===== src/rtl/alu_rs_if.sv =====
`default_nettype none
//------------------------------------------------------------------------------
// Module      : alu_rs_if
// Description : Bundle of all non-clock signals of the ALU reservation station.
//               master = decoder/CDB/ALU side, slave = the reservation station.
//   Dispatch : inValid, inOp, inDestTag, inRdy1/2, inVal1/2, inTag1/2, full
//   Wakeup   : cdbValid, cdbTag, cdbData
//   Complete : finish, finishRSNum
//   Issue    : issueValid, issueOp, issueA, issueB, issueTag, issueRSNum
// Revision    : 1.0 - initial release
//------------------------------------------------------------------------------
interface alu_rs_if #(
    parameter int DATA_W = 32,
    parameter int TAG_W  = 4,
    parameter int RS_W   = 2,
    parameter int OP_W   = 4
);
    logic              inValid;
    logic [OP_W-1:0]   inOp;
    logic [TAG_W-1:0]  inDestTag;
    logic              inRdy1;
    logic              inRdy2;
    logic [DATA_W-1:0] inVal1;
    logic [DATA_W-1:0] inVal2;
    logic [TAG_W-1:0]  inTag1;
    logic [TAG_W-1:0]  inTag2;
    logic              full;

    logic              cdbValid;
    logic [TAG_W-1:0]  cdbTag;
    logic [DATA_W-1:0] cdbData;

    logic              finish;
    logic [RS_W-1:0]   finishRSNum;

    logic              issueValid;
    logic [OP_W-1:0]   issueOp;
    logic [DATA_W-1:0] issueA;
    logic [DATA_W-1:0] issueB;
    logic [TAG_W-1:0]  issueTag;
    logic [RS_W-1:0]   issueRSNum;

    modport master (
        output inValid, inOp, inDestTag, inRdy1, inRdy2, inVal1, inVal2,
               inTag1, inTag2, cdbValid, cdbTag, cdbData, finish, finishRSNum,
        input  full, issueValid, issueOp, issueA, issueB, issueTag, issueRSNum
    );

    modport slave (
        input  inValid, inOp, inDestTag, inRdy1, inRdy2, inVal1, inVal2,
               inTag1, inTag2, cdbValid, cdbTag, cdbData, finish, finishRSNum,
        output full, issueValid, issueOp, issueA, issueB, issueTag, issueRSNum
    );
endinterface
`default_nettype wire


===== src/rtl/alu_rs.sv =====
`default_nettype none
//------------------------------------------------------------------------------
// Module      : alu_rs
// Description : Reservation station for the ALU. Holds up to 2**RS_W
//               dispatched operations, wakes operands from the CDB, issues the
//               lowest-index ready entry per cycle and frees entries when the
//               ALU reports completion.
//   clk  : clock, all state changes on its rising edge
//   rst  : synchronous active-high reset
//   bus  : alu_rs_if.slave (dispatch, CDB snoop, finish, registered issue)
// Revision    : 1.0 - initial release
//------------------------------------------------------------------------------
module alu_rs #(
    parameter int DATA_W = 32,
    parameter int TAG_W  = 4,
    parameter int RS_W   = 2,
    parameter int OP_W   = 4
) (
    input  wire logic clk,
    input  wire logic rst,
    alu_rs_if.slave   bus
);
    localparam int c_ENTRIES = 2 ** RS_W;

    typedef enum logic [1:0] {
        ST_FREE   = 2'd0,
        ST_WAIT   = 2'd1,
        ST_ISSUED = 2'd2
    } entry_state_t;

    entry_state_t      r_state [c_ENTRIES];
    logic [OP_W-1:0]   r_op    [c_ENTRIES];
    logic [TAG_W-1:0]  r_dest  [c_ENTRIES];
    logic              r_rdy1  [c_ENTRIES];
    logic              r_rdy2  [c_ENTRIES];
    logic [TAG_W-1:0]  r_tag1  [c_ENTRIES];
    logic [TAG_W-1:0]  r_tag2  [c_ENTRIES];
    logic [DATA_W-1:0] r_val1  [c_ENTRIES];
    logic [DATA_W-1:0] r_val2  [c_ENTRIES];

    logic              r_issue_valid;
    logic [OP_W-1:0]   r_issue_op;
    logic [DATA_W-1:0] r_issue_a;
    logic [DATA_W-1:0] r_issue_b;
    logic [TAG_W-1:0]  r_issue_tag;
    logic [RS_W-1:0]   r_issue_rs;

    logic              w_free_found;
    logic [RS_W-1:0]   w_free_idx;
    logic              w_sel_found;
    logic [RS_W-1:0]   w_sel_idx;
    logic              w_dispatch;
    logic              w_fwd1;
    logic              w_fwd2;

    // Priority pickers over registered state only. Scanning from the top down
    // lets the last (lowest) hit overwrite earlier ones.
    always_comb begin
        w_free_found = 1'b0;
        w_free_idx   = '0;
        w_sel_found  = 1'b0;
        w_sel_idx    = '0;
        for (int i = c_ENTRIES - 1; i >= 0; i--) begin
            if (r_state[i] == ST_FREE) begin
                w_free_found = 1'b1;
                w_free_idx   = RS_W'(i);
            end
            if (r_state[i] == ST_WAIT && r_rdy1[i] && r_rdy2[i]) begin
                w_sel_found = 1'b1;
                w_sel_idx   = RS_W'(i);
            end
        end
    end

    // Because full is pre-edge state, an entry freed this cycle is not seen as
    // free until the next cycle.
    assign w_dispatch = bus.inValid & w_free_found;

    // A dispatched operand whose producer is broadcasting right now would miss
    // the wakeup otherwise, so capture the CDB value directly.
    assign w_fwd1 = !bus.inRdy1 && bus.cdbValid && (bus.inTag1 == bus.cdbTag);
    assign w_fwd2 = !bus.inRdy2 && bus.cdbValid && (bus.inTag2 == bus.cdbTag);

    always_ff @(posedge clk) begin
        if (rst) begin
            for (int i = 0; i < c_ENTRIES; i++) begin
                r_state[i] <= ST_FREE;
                r_op[i]    <= '0;
                r_dest[i]  <= '0;
                r_rdy1[i]  <= 1'b0;
                r_rdy2[i]  <= 1'b0;
                r_tag1[i]  <= '0;
                r_tag2[i]  <= '0;
                r_val1[i]  <= '0;
                r_val2[i]  <= '0;
            end
            r_issue_valid <= 1'b0;
            r_issue_op    <= '0;
            r_issue_a     <= '0;
            r_issue_b     <= '0;
            r_issue_tag   <= '0;
            r_issue_rs    <= '0;
        end else begin
            // The four actions below always target entries in different
            // states (ISSUED, WAIT-selected, WAIT, FREE), so they never collide.
            for (int i = 0; i < c_ENTRIES; i++) begin
                if (bus.finish && bus.finishRSNum == RS_W'(i) &&
                    r_state[i] == ST_ISSUED) begin
                    r_state[i] <= ST_FREE;
                end

                if (w_sel_found && w_sel_idx == RS_W'(i)) begin
                    r_state[i] <= ST_ISSUED;
                end

                if (r_state[i] == ST_WAIT && bus.cdbValid) begin
                    if (!r_rdy1[i] && r_tag1[i] == bus.cdbTag) begin
                        r_rdy1[i] <= 1'b1;
                        r_val1[i] <= bus.cdbData;
                    end
                    if (!r_rdy2[i] && r_tag2[i] == bus.cdbTag) begin
                        r_rdy2[i] <= 1'b1;
                        r_val2[i] <= bus.cdbData;
                    end
                end

                if (w_dispatch && w_free_idx == RS_W'(i)) begin
                    r_state[i] <= ST_WAIT;
                    r_op[i]    <= bus.inOp;
                    r_dest[i]  <= bus.inDestTag;
                    r_tag1[i]  <= bus.inTag1;
                    r_tag2[i]  <= bus.inTag2;
                    r_rdy1[i]  <= bus.inRdy1 | w_fwd1;
                    r_rdy2[i]  <= bus.inRdy2 | w_fwd2;
                    r_val1[i]  <= w_fwd1 ? bus.cdbData : bus.inVal1;
                    r_val2[i]  <= w_fwd2 ? bus.cdbData : bus.inVal2;
                end
            end

            // Payload holds its last value when nothing issues; only the
            // valid flag drops.
            r_issue_valid <= w_sel_found;
            if (w_sel_found) begin
                r_issue_op  <= r_op[w_sel_idx];
                r_issue_a   <= r_val1[w_sel_idx];
                r_issue_b   <= r_val2[w_sel_idx];
                r_issue_tag <= r_dest[w_sel_idx];
                r_issue_rs  <= w_sel_idx;
            end
        end
    end

    assign bus.full       = ~w_free_found;
    assign bus.issueValid = r_issue_valid;
    assign bus.issueOp    = r_issue_op;
    assign bus.issueA     = r_issue_a;
    assign bus.issueB     = r_issue_b;
    assign bus.issueTag   = r_issue_tag;
    assign bus.issueRSNum = r_issue_rs;
endmodule
`default_nettype wire

===== src/flat_wrapper.sv =====
// flat-port wrapper written by rule: the top's interface ports become plain ports
module alu_rs_flat 
#(
    parameter int DATA_W = 32,
    parameter int TAG_W  = 4,
    parameter int RS_W   = 2,
    parameter int OP_W   = 4
)
  (clk, rst, bus_inValid, bus_inOp, bus_inDestTag, bus_inRdy1, bus_inRdy2, bus_inVal1, bus_inVal2, bus_inTag1, bus_inTag2, bus_cdbValid, bus_cdbTag, bus_cdbData, bus_finish, bus_finishRSNum, bus_full, bus_issueValid, bus_issueOp, bus_issueA, bus_issueB, bus_issueTag, bus_issueRSNum);
  alu_rs_if #(.DATA_W(DATA_W), .TAG_W(TAG_W), .RS_W(RS_W), .OP_W(OP_W)) bus_i ();
  input  wire logic clk;
  input  wire logic rst;
  input wire logic [$bits(bus_i.inValid)-1:0] bus_inValid;
  input wire logic [$bits(bus_i.inOp)-1:0] bus_inOp;
  input wire logic [$bits(bus_i.inDestTag)-1:0] bus_inDestTag;
  input wire logic [$bits(bus_i.inRdy1)-1:0] bus_inRdy1;
  input wire logic [$bits(bus_i.inRdy2)-1:0] bus_inRdy2;
  input wire logic [$bits(bus_i.inVal1)-1:0] bus_inVal1;
  input wire logic [$bits(bus_i.inVal2)-1:0] bus_inVal2;
  input wire logic [$bits(bus_i.inTag1)-1:0] bus_inTag1;
  input wire logic [$bits(bus_i.inTag2)-1:0] bus_inTag2;
  input wire logic [$bits(bus_i.cdbValid)-1:0] bus_cdbValid;
  input wire logic [$bits(bus_i.cdbTag)-1:0] bus_cdbTag;
  input wire logic [$bits(bus_i.cdbData)-1:0] bus_cdbData;
  input wire logic [$bits(bus_i.finish)-1:0] bus_finish;
  input wire logic [$bits(bus_i.finishRSNum)-1:0] bus_finishRSNum;
  output wire logic [$bits(bus_i.full)-1:0] bus_full;
  output wire logic [$bits(bus_i.issueValid)-1:0] bus_issueValid;
  output wire logic [$bits(bus_i.issueOp)-1:0] bus_issueOp;
  output wire logic [$bits(bus_i.issueA)-1:0] bus_issueA;
  output wire logic [$bits(bus_i.issueB)-1:0] bus_issueB;
  output wire logic [$bits(bus_i.issueTag)-1:0] bus_issueTag;
  output wire logic [$bits(bus_i.issueRSNum)-1:0] bus_issueRSNum;
  assign bus_i.inValid = bus_inValid;
  assign bus_i.inOp = bus_inOp;
  assign bus_i.inDestTag = bus_inDestTag;
  assign bus_i.inRdy1 = bus_inRdy1;
  assign bus_i.inRdy2 = bus_inRdy2;
  assign bus_i.inVal1 = bus_inVal1;
  assign bus_i.inVal2 = bus_inVal2;
  assign bus_i.inTag1 = bus_inTag1;
  assign bus_i.inTag2 = bus_inTag2;
  assign bus_i.cdbValid = bus_cdbValid;
  assign bus_i.cdbTag = bus_cdbTag;
  assign bus_i.cdbData = bus_cdbData;
  assign bus_i.finish = bus_finish;
  assign bus_i.finishRSNum = bus_finishRSNum;
  assign bus_full = bus_i.full;
  assign bus_issueValid = bus_i.issueValid;
  assign bus_issueOp = bus_i.issueOp;
  assign bus_issueA = bus_i.issueA;
  assign bus_issueB = bus_i.issueB;
  assign bus_issueTag = bus_i.issueTag;
  assign bus_issueRSNum = bus_i.issueRSNum;
  alu_rs #(.DATA_W(DATA_W), .TAG_W(TAG_W), .RS_W(RS_W), .OP_W(OP_W)) u_core (.clk(clk), .rst(rst), .bus(bus_i));
endmodule

===== config.mk =====
export PLATFORM = sky130hd
export DESIGN_NAME = alu_rs_flat
export DESIGN_NICKNAME = d
export VERILOG_FILES = /design/src/rtl/alu_rs_if.sv /design/src/rtl/alu_rs.sv /design/src/flat_wrapper.sv
export SDC_FILE = /design/constraint.sdc
export NUM_CORES = 1
export LEC_CHECK = 0
export BUFFER_PORTS_ARGS = -buffer_cell sky130_fd_sc_hd__buf_2
export CAP_MARGIN = 25
export CELL_PAD_IN_SITES_DETAIL_PLACEMENT = 0
export CELL_PAD_IN_SITES_GLOBAL_PLACEMENT = 2
export CORE_ASPECT_RATIO = 0.8
export CORE_MARGIN = 2
export CORE_UTILIZATION = 37
export CTS_CLUSTER_DIAMETER = 80
export DETAILED_ROUTE_END_ITERATION = 7
export PLACE_DENSITY = 0.86
export SLEW_MARGIN = 10
export SYNTH_ARGS = -nofsm -noshare
export SYNTH_HDL_FRONTEND = slang
export SYNTH_SLANG_ARGS = --single-unit

===== constraint.sdc =====
create_clock -name clk -period 4.48 [get_ports clk]
set_input_delay 0.896 -clock clk [delete_from_list [all_inputs] [get_ports clk]]
set_output_delay 0.896 -clock clk [all_outputs]
set_load 0.02 [all_outputs]

==> results of run 1 <==
## sequential cells by signal, indices dropped and copies added (netlist names), 2 cells and up
signal / flops
u_core.bus.issueRSNum: 2
u_core.bus.issueA: 32
u_core.r_tag1: 16
u_core.r_dest: 16
u_core.r_tag2: 16
u_core.bus.issueB: 32
u_core.r_val2: 128
u_core.r_op: 16
u_core.r_val1: 128
u_core.r_rdy2: 4
u_core.r_rdy1: 4
u_core.bus.issueTag: 4
u_core.r_state: 8
u_core.bus.issueOp: 4
## power breakdown
part           switching, W  internal (W)  leakage [nW]
registers          0.000104       0.00440          4.14
logic              0.000561      0.000261          3.14
clock network       0.00150       0.00210         0.686
total               0.00216       0.00676          7.96
## area by class of cell
type,count,share of cell area
Antenna cell,1,0.0001190
Inverter,17,0.003035
Multi-Input combinational cell,770,0.2765
Tap cell,629,0.03743
Timing Repair Buffer,236,0.06451
Sequential cell,411,0.5513
Clock inverter,18,0.008272
Clock buffer,61,0.05880
## worst reg2reg max path, delay by kind of cell (launching register included)
family                 cells  cell delay, ps
AO/OA/AOI/OAI              2             600
buffers and inverters      1             710
flip-flops                 1             440
AND/OR/NAND/NOR            2            1210
## per-stage QoR
stage | area (um^2) | power, W | hold WS (ps) | std cells | utilization
floorplan | 18110 | 0.005029 | 560.5 | 1346 | -
global placement | 19580 | 0.005382 | 492.4 | 2062 | 0.4048
detailed placement | 19580 | 0.005404 | 490.1 | 2062 | 0.4048
CTS | 20990 | 0.008969 | 498.3 | 2141 | 0.4340
global route | 21020 | 0.009213 | 516.1 | 2143 | 0.4346
finish | 21020 | 0.008926 | 493.6 | 2143 | 0.4346
## per-layer routing
| metal | track usage | vias to the layer above | wire (um) |
|---|---|---|---|
| met5 | 0 | - | 12 |
| met4 | 0.06356 | 2 | 1530 |
| met3 | 0.05357 | 110 | 5744 |
| met2 | 0.3348 | 676 | 25310 |
| met1 | 0.3054 | 6607 | 23500 |
| li1 | - | 5699 | - |
## cells in the final DEF, fill, tap and decap left out, types with 7 or more instances in the layout
| cell | n |
|---|---|
| a22oi_1 | 72 |
| nor2b_1 | 7 |
| buf_4 | 31 |
| dfxtp_1 | 75 |
| xor2_1 | 8 |
| o221ai_1 | 73 |
| nand2_1 | 12 |
| o21ai_0 | 9 |
| o21ai_4 | 11 |
| and2_1 | 20 |
| clkbuf_1 | 11 |
| nand4_1 | 8 |
| a22o_1 | 256 |
| a211oi_1 | 73 |
| nor3_1 | 9 |
| xnor2_1 | 26 |
| clkbuf_16 | 45 |
| nor2_1 | 107 |
| buf_2 | 199 |
| and3_1 | 21 |
| nor2_4 | 10 |
| edfxtp_1 | 336 |
| nand2_2 | 8 |
| inv_1 | 15 |
## worst max path at each step
stage / endpoint / cells past startpoint / start / slack (ps)
floorplan: u_core.r_rdy1[3] / 5 / bus_cdbTag[1] / 130
global placement: u_core.r_val2[0][27] / 6 / rst / 880
detailed placement: u_core.r_val1[0][1] / 6 / rst / 790
CTS: u_core.r_val1[0][2] / 6 / rst / 1330
global route: u_core.r_val2[0][17] / 6 / rst / 1200
finish: u_core.r_val2[0][17] / 6 / rst / 1340
## cell families (layout without fill, tap and decap cells)
kind of cell	after synthesis	count (layout)
AO/OA/AOI/OAI	507	507
XOR/XNOR	34	34
buffers and inverters	165	332
flip-flops	411	411
other	0	1
AND/OR/NAND/NOR	229	229
==> results by group, run 1 <==
Layout
  • Fillers: about 4.4k
  • Signed area change from the synthesized netlist to the final layout: 16.08%
  • Area used by multi-input combinational logic: 5813 um^2
  • FF/Latch Area: between 10000 and 15000 um^2
  • Layout cell share with drive strength beyond 1: 0.2221
  • Total number of nets in the final design: around 1.6k

Critical path
  • Reg2reg setup slack: roughly 1400 ps
  • Worst setup path category: in2reg
  • R2r worst-path depth: 5
  • Data required time at the worst endpoint: 4910 ps
  • Worst reg2reg startpoint: u_core.r_state[2][1]
  • Biggest cell delay along the critical path: ~670 ps
  • Most numerous cell on the critical path: buf_4
  • Maximum net fanout on the critical path: 24
  • FF-to-FF End: u_core.bus.issueA[2]
  • Sort of element at the end of the critical path: flip-flop
  • Worst path top cell family by delay: simple AND/OR/NAND/NOR gates
  • CP max-delay cell: and2b_1
  • Buffer and inverter count on the worst path: 2
  • Worst setup SP type: input port
  • Crit-path cells: buf_4 > and2b_1 > nand2_1 > o21ai_4 > buf_4 > a22o_1
  • Arrival time reported for the critical path endpoint: 3570 ps

Floorplan
  • Die X-Extent: ~250 um
  • Placeable core region: around 48000 um^2
  • Die ar.: ~51000 um^2
  • Height of the die: between 200 and 250 um
  • Number of ports placed on the die boundary: between 200 and 250
  • Placement Rows: ~70
  • Initial Utilization: 0.3744

Logic synthesis
  • Yosys warns: 0
  • Number of enable-type register cells in the synthesized netlist: approximately 340
  • Main synth FF type: edfxtp_1
  • Portion of synthesized cell area occupied by the leading cell type: 0.5571
  • Flip-flop and latch count after synthesis: 411
  • Most repeated cell in the gate-level netlist after synthesis: edfxtp_1
  • Share of synthesized cell area in and, or, nand and nor gates: 0.06155
  • Synth async-reset ratio: 0
  • Distinct cell type count after synthesis: 46
  • Post-Synthesis Net Count: roughly 1.5k
  • Post-synthesis instance area: around 18000 um^2
  • Adder-cell area share of the yosys netlist: 0
  • Largest area contributor in the netlist: edfxtp_1
  • Sequential share of the synthesized area: 0.6400
  • Number of standard cells after synthesis: roughly 1.3k
  • Multiplexer area fraction after synthesis: 0
  • Top area cells in the synthesized netlist: edfxtp_1 (56%), a22o_1 (12%), dfxtp_1 (8.3%), o221ai_1 (3.5%), a211oi_1 (3.0%)
  • Post-synth top cells: edfxtp_1 (336), a22o_1 (256), nor2_1 (116), dfxtp_1 (75)
  • Synth Area per Inst: about 13 um^2
  • Synth Area in Compound Gates: 0.2350
  • Dominant combinational cell family by area after synthesis: compound AO/OA/AOI/OAI gates
  • XOR/XNOR Fraction of Synth Area: 0.01644

Route
  • Final antenna-violating net count: 0
  • Routed via count divided by cell count: 6.110
  • Number of iterations in the first detailed-routing pass: 5
  • Total vias in the final route: 13.09k
  • Count of unresolved DRC violations after routing: 0
  • DR iter-0 viols: around 1.5k
  • Post-detailed-route wirelength per cell: between 20 and 30 um
  • Final wirelength: 56090 um

STA
  • Peak clock frequency supported by timing: 318.5 MHz
  • Setup tns final: 0 ps
  • Rel. slew slack: 0.3123
  • Final WS setup: between 1000 and 1500 ps
  • Final critical delay including setup and external delays: ~3100 ps
  • Final setup violation count: 0
  • Least-Margin Pin Slew: ~1000 ps
  • Final number of hold-violating endpoints: 0
  • Final worst path period share: 0.7009
  • Unrepaired setup endpoints after global routing: no
  • Setup Skew: 16.49 ps
  • Number of max-slew violations in the final report: 0

Global routing
  • Number of antenna violations at the first check in global routing: 2
  • GRT Resource Usage Total: 0.2177
  • Via count of the first global-routing pass: 12.80k
  • Grt ovf: 0
  • Maximum number of pins on one net before global-route repair: between 70 and 80
  • Global-route wire length before repair: roughly 83000 um

Run status
  • Run status: finished clean

Clock tree
  • # resized after CTS: 0
  • Clk_lat worst skew: ~560 ps
  • Worst-case clock buffer depth: 3
  • CTS root buf: clkbuf_16
  • Number of H-tree branching levels: 2
  • Hold Buf Count CTS: 0
  • CTS Sinks: ~400
  • Number of clock buffers inserted by TritonCTS: 43
  • Reg clk slew, reported paths: 60 ps
  • Setup bufs post-CTS: 0
  • Clock tree from TritonCTS: yes

Hold path
  • Cells on Worst Hold Path: 2
  • Worst Hold Path EP: u_core.bus.issueB[25]
  • Worst hold start: u_core.bus.issueB[25]
  • Type of the tightest min-delay check: reg2reg

Run
  • Max-cap viol count: 0

Placed design
  • Number of buffers added on ports: 200
  • Weighted congestion reported at the end of routability-driven placement: 0.8106
  • Worst slack after detailed placement: ~800 ps
  • HPWL after detailed placement: about 36000 um

Power
  • Peak supply drop: approximately 0.00024 V
  • Leakage dissipation: 7.959 nW
  • Ratio of total power to cell area: 424.6 nW/um^2
No activity file was read; power rests on OpenSTA's default activity.
==> run 2: changes to the inputs <==
clock period = 2.5 ns   (was 4.48 ns; I/O delays follow)
==> results by group, run 2 (synthesized netlist as in run 1, its figures left out) <==
Global routing
  • Grt ovf: 0
  • Number of antenna violations at the first check in global routing: 4
  • GRT Resource Usage Total: 0.2206
  • Via count of the first global-routing pass: between 10k and 15k
  • Global-route wire length before repair: roughly 83000 um
  • Maximum number of pins on one net before global-route repair: between 70 and 80

Clock tree
  • Number of H-tree branching levels: 2
  • Number of clock buffers inserted by TritonCTS: 43
  • CTS root buf: clkbuf_16
  • Hold Buf Count CTS: 0
  • Clock tree from TritonCTS: yes
  • CTS Sinks: slightly above 400
  • Worst-case clock buffer depth: 3
  • Reg clk slew, reported paths: ~60 ps
  • Setup bufs post-CTS: 0
  • Clk_lat worst skew: between 500 and 600 ps

STA
  • Unrepaired setup endpoints after global routing: no
  • Final number of hold-violating endpoints: 0
  • Rel. slew slack: 0.2695
  • Peak clock frequency supported by timing: 413.4 MHz
  • Setup tns final: 0 ps
  • Final critical delay including setup and external delays: 2419 ps
  • Final setup violation count: 0
  • Least-Margin Pin Slew: about 1100 ps
  • Setup Skew: between 10 and 15 ps
  • Number of max-slew violations in the final report: 0
  • Final worst path period share: 0.9677

Critical path
  • Worst setup path category: reg2reg
  • Biggest cell delay along the critical path: 590 ps
  • CP max-delay cell: nor2_4
  • Maximum net fanout on the critical path: 17
  • Worst reg2reg startpoint: u_core.r_state[1][1]
  • Buffer and inverter count on the worst path: 1
  • Sort of element at the end of the critical path: flip-flop
  • Worst setup SP type: flip-flop
  • R2r worst-path depth: 6
  • CP startpoint: u_core.r_state[1][1]
  • Arrival time reported for the critical path endpoint: 2850 ps
  • FF-to-FF End: u_core.r_val2[3][13]
  • Worst path top cell family by delay: simple AND/OR/NAND/NOR gates
  • Reg2reg setup slack: just over 80 ps
  • Data required time at the worst endpoint: just under 3000 ps
  • Crit-path cells: o22ai_1 > nor4_2 > nand2_2 > nor2_4 > buf_16 > a22o_1

Floorplan
  • Die X-Extent: 251.4 um
  • Number of ports placed on the die boundary: approximately 200
  • Height of the die: just over 200 um
  • Initial Utilization: 0.3744
  • Placement Rows: 72
  • Die ar.: 50750 um^2
  • Placeable core region: slightly below 50000 um^2

Route
  • Routed via count divided by cell count: about 6
  • Total vias in the final route: between 10k and 15k
  • Final antenna-violating net count: 0
  • Number of iterations in the first detailed-routing pass: 6
  • Final wirelength: 57460 um
  • DR iter-0 viols: about 1.3k
  • Post-detailed-route wirelength per cell: approximately 26 um
  • Count of unresolved DRC violations after routing: 0

Run status
  • Run status: finished clean

Layout
  • Area used by multi-input combinational logic: 5818 um^2
  • Fillers: about 4.3k
  • Cell Count, Final, Fillers Out: roughly 2.2k
  • FF/Latch Area: 11590 um^2
  • Largest regs: u_core.r_val1 x128, u_core.r_val2 x128
  • Final Util: 0.4487
  • Total number of nets in the final design: 1642
  • Most common cell after layout, fill and taps aside: edfxtp_1
  • Signed area change from the synthesized netlist to the final layout: 19.85%
  • Most used cells in the layout excluding fill and tap cells: edfxtp_1 (336), a22o_1 (256), buf_2 (199)
  • Layout cell share with drive strength beyond 1: 0.2413

Run
  • Max-cap viol count: 0

Power
  • Leakage dissipation: 8.248 nW
  • Ratio of total power to cell area: between 700 and 800 nW/um^2
  • Peak supply drop: about 0.00043 V

Placed design
  • Number of buffers added on ports: 200
  • Weighted congestion reported at the end of routability-driven placement: 0.8211
  • HPWL after detailed placement: around 37000 um
  • Post-Place Cells: about 2.1k

Hold path
  • Worst hold start: bus_inOp[0]
  • Cells on Worst Hold Path: 2
  • Worst Hold Path EP: u_core.r_op[2][0]
  • Type of the tightest min-delay check: in2reg
-- run 2: cell types whose count changed in the layout (fill, tap and decap cells not counted), sizes merged --
cell | previous run | this run
buf | 236 | 274
bufinv | 3 | 1
clkbuf | 61 | 67
clkinv | 13 | 6
clkinvlp | 2 | 3
diode | 1 | 2
inv | 17 | 18
-- run 2: worst max path at each step --
| stage | to | slack, ps | cells past startpoint |
|---|---|---|---|
| 3_3_place_gp | u_core.r_val2[2][28] | -80 | 7 |
| 5_1_grt | u_core.r_val1[3][24] | 20 | 7 |
| 4_1_cts | u_core.r_val1[3][25] | 20 | 5 |
| 6_report | u_core.r_val2[3][13] | 80 | 6 |
| 2_1_floorplan | u_core.r_rdy2[0] | 30 | 5 |
| 3_5_place_dp | u_core.r_val2[1][27] | -80 | 7 |
-- run 2: area by class of cell --
class,instances,share of cell area
clock buffers,67,0.05741
inverters,17,0.002940
multi-input cells,770,0.2680
repair buffers,274,0.09696
flip-flops and latches,411,0.5340
well taps,629,0.03626
clock inverters,11,0.004150
diodes,2,0.0002306
-- run 2: timing repair --
item | in CTS | in global routing
cloned | 0 | 0
pin swaps | 1 | 0
endpoints found under the setup margin | 2 | 13
gates resized for setup | 0 | 1
-- run 2: power by group --
part / leakage [nW] / switching, W / internal [W]
Sequential: 4.14 / 0.000177 / 0.00789
Combinational: 3.46 / 0.00102 / 0.000557
Clock: 0.647 / 0.00268 / 0.00353
Total: 8.25 / 0.00387 / 0.0120
-- run 2: through the flow --
step / setup WS, ps / hold slack [ps] / instance area [um^2] / power, W
floorplan: 25.35 / 560.5 / 18130 / 0.009010
global placement: -83.85 / 486.7 / 20190 / 0.009721
detailed placement: -80.34 / 490.8 / 20280 / 0.009772
CTS: 16.68 / 231.8 / 21610 / 0.01593
global route: 24.93 / 256.6 / 21700 / 0.01631
finish: 80.87 / 253.4 / 21710 / 0.01585
-- run 2: routing by layer --
metal | track usage | share of wire
met3 | 0.04250 | 0.090
met4 | 0.06250 | 0.021
met1 | 0.3086 | 0.43
met2 | 0.3504 | 0.46
met5 | 0 | 0.00040
